`config.mk`:
```
export PLATFORM = sky130hd
export DESIGN_NAME = databus_arbiter
export DESIGN_NICKNAME = d
export VERILOG_FILES = /design/src/rtl/databus_arbiter_pkg.sv /design/src/rtl/databus_arbiter_rr_priority_select.sv /design/src/rtl/databus_arbiter.sv
export SDC_FILE = /design/constraint.sdc
export NUM_CORES = 1
export LEC_CHECK = 0
export ABC_CLOCK_PERIOD_IN_PS = 8910
export CAP_MARGIN = 40
export CORE_AREA = 2 2 150 152
export CTS_BUF_LIST = sky130_fd_sc_hd__clkbuf_8
export DETAILED_ROUTE_END_ITERATION = 8
export DIE_AREA = 0 0 152 154
export PLACE_DENSITY = 0.53
export SLEW_MARGIN = 0
export SYNTH_ARGS = -nofsm -noshare
export SYNTH_HDL_FRONTEND = slang
export SYNTH_SLANG_ARGS = --single-unit
```
`constraint.sdc`:
```
create_clock -name clk -period 8.91 [get_ports clk]
set_clock_uncertainty 0.2 [all_clocks]
set_input_delay 2.673 -clock clk [delete_from_list [all_inputs] [get_ports clk]]
set_output_delay 2.673 -clock clk [all_outputs]
set_load 0.01 [all_outputs]
```
`src/rtl/databus_arbiter_pkg.sv`:
```
// Shared definitions for the databus arbiter and its round-robin selector.
package databus_arbiter_pkg;

    typedef enum logic {
        IDLE  = 1'b0,
        BURST = 1'b1
    } state_t;

    localparam int N_MASTERS_DEF = 3;
    localparam int LEN_W_DEF     = 8;

    // Index width that stays legal for a single-entry vector.
    function automatic int idx_w(input int n);
        return (n > 1) ? $clog2(n) : 1;
    endfunction

endpackage

```
`src/rtl/databus_arbiter_rr_priority_select.sv`:
```
// Round-robin selector: first asserted request strictly after ptr, wrapping modulo N.
module rr_priority_select #(
    parameter int N     = 3,
    parameter int IDX_W = 2
) (
    input  logic [N-1:0]     req,
    input  logic [IDX_W-1:0] ptr,
    output logic [N-1:0]     onehot,
    output logic [IDX_W-1:0] idx,
    output logic             any
);

    logic [IDX_W-1:0] cand;

    always_comb begin
        onehot = '0;
        idx    = '0;
        any    = 1'b0;
        cand   = '0;
        // ptr itself is visited last, so the previous owner has lowest priority.
        for (int k = 1; k <= N; k++) begin
            cand = IDX_W'((int'(ptr) + k) % N);
            if (!any && req[cand]) begin
                any          = 1'b1;
                onehot[cand] = 1'b1;
                idx          = cand;
            end
        end
    end

endmodule

```
`src/rtl/databus_arbiter.sv`:
```
// Burst-granular round-robin arbiter sharing one downstream databus among N masters.
module databus_arbiter
    import databus_arbiter_pkg::*;
#(
    parameter int N_MASTERS  = N_MASTERS_DEF,
    parameter int AXI_ADDR_W = 32,
    parameter int DATA_W     = 32,
    parameter int LEN_W      = LEN_W_DEF
) (
    input  logic                            clk,
    input  logic                            rst,
    input  logic [N_MASTERS-1:0]            databus_valid,
    output logic [N_MASTERS-1:0]            databus_ready,
    input  logic [N_MASTERS*AXI_ADDR_W-1:0] databus_addr,
    input  logic [N_MASTERS*DATA_W-1:0]     databus_wdata,
    input  logic [N_MASTERS*DATA_W/8-1:0]   databus_wstrb,
    input  logic [N_MASTERS*LEN_W-1:0]      databus_len,
    output logic [N_MASTERS-1:0]            databus_last,
    output logic [DATA_W-1:0]               databus_rdata,
    output logic                            m_valid,
    input  logic                            m_ready,
    output logic [AXI_ADDR_W-1:0]           m_addr,
    output logic [DATA_W-1:0]               m_wdata,
    output logic [DATA_W/8-1:0]             m_wstrb,
    output logic [LEN_W-1:0]                m_len,
    input  logic                            m_last,
    input  logic [DATA_W-1:0]               m_rdata,
    output logic [N_MASTERS-1:0]            grant,
    output logic                            busy,
    output logic                            len_err
);

    localparam int IDX_W  = idx_w(N_MASTERS);
    localparam int STRB_W = DATA_W / 8;

    state_t           state;
    logic [IDX_W-1:0] rr_ptr;
    logic [LEN_W-1:0] beat_cnt;

    logic [N_MASTERS-1:0] win_onehot;
    logic [IDX_W-1:0]     win_idx;
    logic                 win_any;

    logic beat, at_len, burst_end, len_bad;

    rr_priority_select #(
        .N     (N_MASTERS),
        .IDX_W (IDX_W)
    ) u_sel (
        .req    (databus_valid),
        .ptr    (rr_ptr),
        .onehot (win_onehot),
        .idx    (win_idx),
        .any    (win_any)
    );

    // grant is zero outside BURST, so the mux also forces idle outputs to zero.
    always_comb begin
        m_valid       = 1'b0;
        m_addr        = '0;
        m_wdata       = '0;
        m_wstrb       = '0;
        m_len         = '0;
        databus_ready = '0;
        databus_last  = '0;
        for (int i = 0; i < N_MASTERS; i++) begin
            if (grant[i]) begin
                m_valid          = databus_valid[i];
                m_addr           = databus_addr[i*AXI_ADDR_W +: AXI_ADDR_W];
                m_wdata          = databus_wdata[i*DATA_W +: DATA_W];
                m_wstrb          = databus_wstrb[i*STRB_W +: STRB_W];
                m_len            = databus_len[i*LEN_W +: LEN_W];
                databus_ready[i] = m_ready;
                databus_last[i]  = m_last;
            end
        end
    end

    assign databus_rdata = m_rdata;
    assign busy          = (state == BURST);

    assign beat      = m_valid & m_ready;
    assign at_len    = (beat_cnt == m_len);
    assign burst_end = beat & (m_last | at_len);
    // Either the count ran out without m_last, or m_last came early.
    assign len_bad   = beat & ((at_len & ~m_last) | (m_last & (beat_cnt < m_len)));

    always_ff @(posedge clk or negedge rst) begin
        if (!rst) begin
            state    <= IDLE;
            grant    <= '0;
            rr_ptr   <= IDX_W'(N_MASTERS - 1);
            beat_cnt <= '0;
            len_err  <= 1'b0;
        end else begin
            case (state)
                IDLE: begin
                    if (win_any) begin
                        grant    <= win_onehot;
                        rr_ptr   <= win_idx;
                        beat_cnt <= '0;
                        state    <= BURST;
                    end
                end
                BURST: begin
                    if (len_bad)
                        len_err <= 1'b1;
                    if (burst_end) begin
                        grant <= '0;
                        state <= IDLE;
                    end else if (beat) begin
                        beat_cnt <= beat_cnt + 1'b1;
                    end
                end
                default: begin
                    grant <= '0;
                    state <= IDLE;
                end
            endcase
        end
    end

endmodule
```
==> run metrics <==
Tmin final 7270 ps; CTS resizes 0; fin util 28.8%; Buffers on Ports 322; post-synthesis async set-or-reset flop share 100%; Sink Count 15; share of the clock period used by the worst path 81.6%; cell taking the most area after synthesis a22oi_1; Hold Crit Class reg -> reg; initial antenna violation count 2; R2R Path Start grant[2]; Synth area leaders a22oi_1 (19%), o21ai_0 (13%), dfrtp_1 (12%), nand2_1 (11%), buf_4 (8.4%); Hold Crit Start len_err; Max FO, Critical Path 12; static leakage 0.00225 uW; hold depth 1; Post-synth top cells nand2_1 (85), o21ai_0 (78), a22oi_1 (76); CTS tree done; initial core utilization 13.7%; RSZ-0062 raised after global routing false; CTS Buf Count 3; Post-CTS Hold Buffers 0; status completed; Yosys top cell area share 19.2%; area added between synthesis and finish 111%; Worst setup EP type output port; worst skew pair latency 250 ps; Fin. Hold Viols 0; Yosys reg bits 15; Crit Path Category in -> out; IO Count 387; power density over cell area 227 nW/um^2; Max-cap violations 0; largest net degree at the start of global routing 89; Crit path arrival time 4400 ps; GP Congestion 0.791; reg2reg end grant[2]; post-synth net total 730; number of enable flip-flop cells after synthesis 0; Worst Hold Path EP len_err; Syn Area/Cell 6.59 um^2; max-slew violation count 0; Hold WS 284 ps; Worst VDD drop around 0.11 mV; post-DP HPWL ~14000 um; count leader, synth nand2_1; DRC 0; Clock Tree Root clkbuf_8; CORE AREA 21700 um^2; Die Footprint 23400 um^2; Slew HR 44.8%; Final nets 989; Post-Syn Instances 450; Avg WL per Cell 17.8 um; Cell Rows 54; count of final setup violators 0; DR vias 4306; Routed WL approximately 18000 um; die height 154 um; crit path launch databus_valid[1]; Max Root-Sink Buffers 2; Clock H-tree levels 1; FF-to-FF path depth 8; Mapped Area 2970 um^2; GRT Util Overall around 14%; Worst R2R Setup Slack 4970 ps; gr ovfl total 0; Worst Path Required 6040 ps; global-route wire length before repair 26300 um; Yosys cell types 47; sequential fraction of the synthesis area about an eighth; Die W between 150 and 200 um; proportion of layout cells with a drive suffix above 1 2.82%; First DRT Iteration DRCs 371; yosys warns 0; ANT nets after route 0; Initial DRT Pass Iterations 5; Peak Freq 0.137 GHz; prevailing post-synth register cell dfrtp_1; worst-margin pin slew 829 ps; type of origin of the critical path input pin; Vias/cell 4.35; Setup Total Neg Slack 0 ps; number of global-route vias before repair approximately 4.2k; Worst-path clk slew 60 ps; Setup Fix Bufs, Post-CTS 0
-- logic make-up (layout without fill, tap and decap cells) --
logic type               Yosys count  in the layout  synth area share [%]
AO/OA/AOI/OAI                    190            190                  41.3
AND/OR/NAND/NOR                  133            133                  21.1
buffers and inverters             87            345                  15.5
adder cells (fa/ha/maj)           15             15                  6.20
flip-flops                        15             15                  12.7
XOR/XNOR                           6              6                  1.77
multiplexers                       4              4                  1.39
other                              0              2                     0
-- area by class of cell --
class / count / area, um^2
repair buffers: 327 / 3280
multi-input cells: 348 / 2140
inverters: 14 / 52.6
clock inverters: 1 / 3.75
diodes: 2 / 5.00
clock buffers: 3 / 41.3
well taps: 280 / 350
flip-flops and latches: 15 / 382
fillers: 2325 / 15400
-- worst max-delay path by stage --
stage | depth (start not counted) | end | slack [ps]
after floorplan | 2 | databus_last[0] | 2890
after global placement | 4 | m_valid | 1650
after detailed placement | 4 | m_valid | 1660
after CTS | 4 | m_valid | 1650
after global routing | 4 | m_valid | 1550
final | 4 | m_valid | 1640
-- metal layers --
metal	part of all wire (%)	vias to the layer above	GRT usage [%]
met5	0	-	0
met4	1.1	0	2.40
met3	8.3	10	4.62
met2	49	205	24.2
met1	42	1969	17.5
li1	-	2122	-
-- critical path: stages --
cell and delay, ps:
clkdlybuf4s50_1 720, a21oi_1 160, a21oi_1 260, clkdlybuf4s50_1 580
-- cell usage in the layout, fill, tap and decap left out, types with 4 or more instances in the layout --
cell type	instances
inv_1	15
a21oi_1	9
nand2_1	85
nor2_1	13
nand3_1	4
o21ai_0	78
clkdlybuf4s50_1	322
dfrtp_1	12
xnor2_1	6
o21a_1	8
ha_1	13
and2_1	6
a22oi_1	76
nor2b_1	5
buf_4	4
-- stage by stage --
stage	total power [uW]	worst slack [ps]	area, um^2	instances
2_1_floorplan	729	2890	2970	450
3_3_place_gp	1380	1650	6180	983
3_5_place_dp	1380	1660	6200	984
4_1_cts	1440	1650	6250	988
5_1_grt	1540	1550	6250	990
6_report	1420	1640	6250	990
-- sequential cells by signal (all words and copies together) (netlist names) --
register / count
beat_cnt: 8
busy: 1
grant: 3
len_err: 1
rr_ptr: 2
-- power by group --
| group | switching (uW) | leakage (uW) | internal [uW] |
|---|---|---|---|
| clock | 24.5 | 0.0000269 | 30.5 |
| combinational | 613 | 0.00204 | 602 |
| sequential | 60.5 | 0.000186 | 88.9 |
No activity file was read; power rests on OpenSTA's default activity.
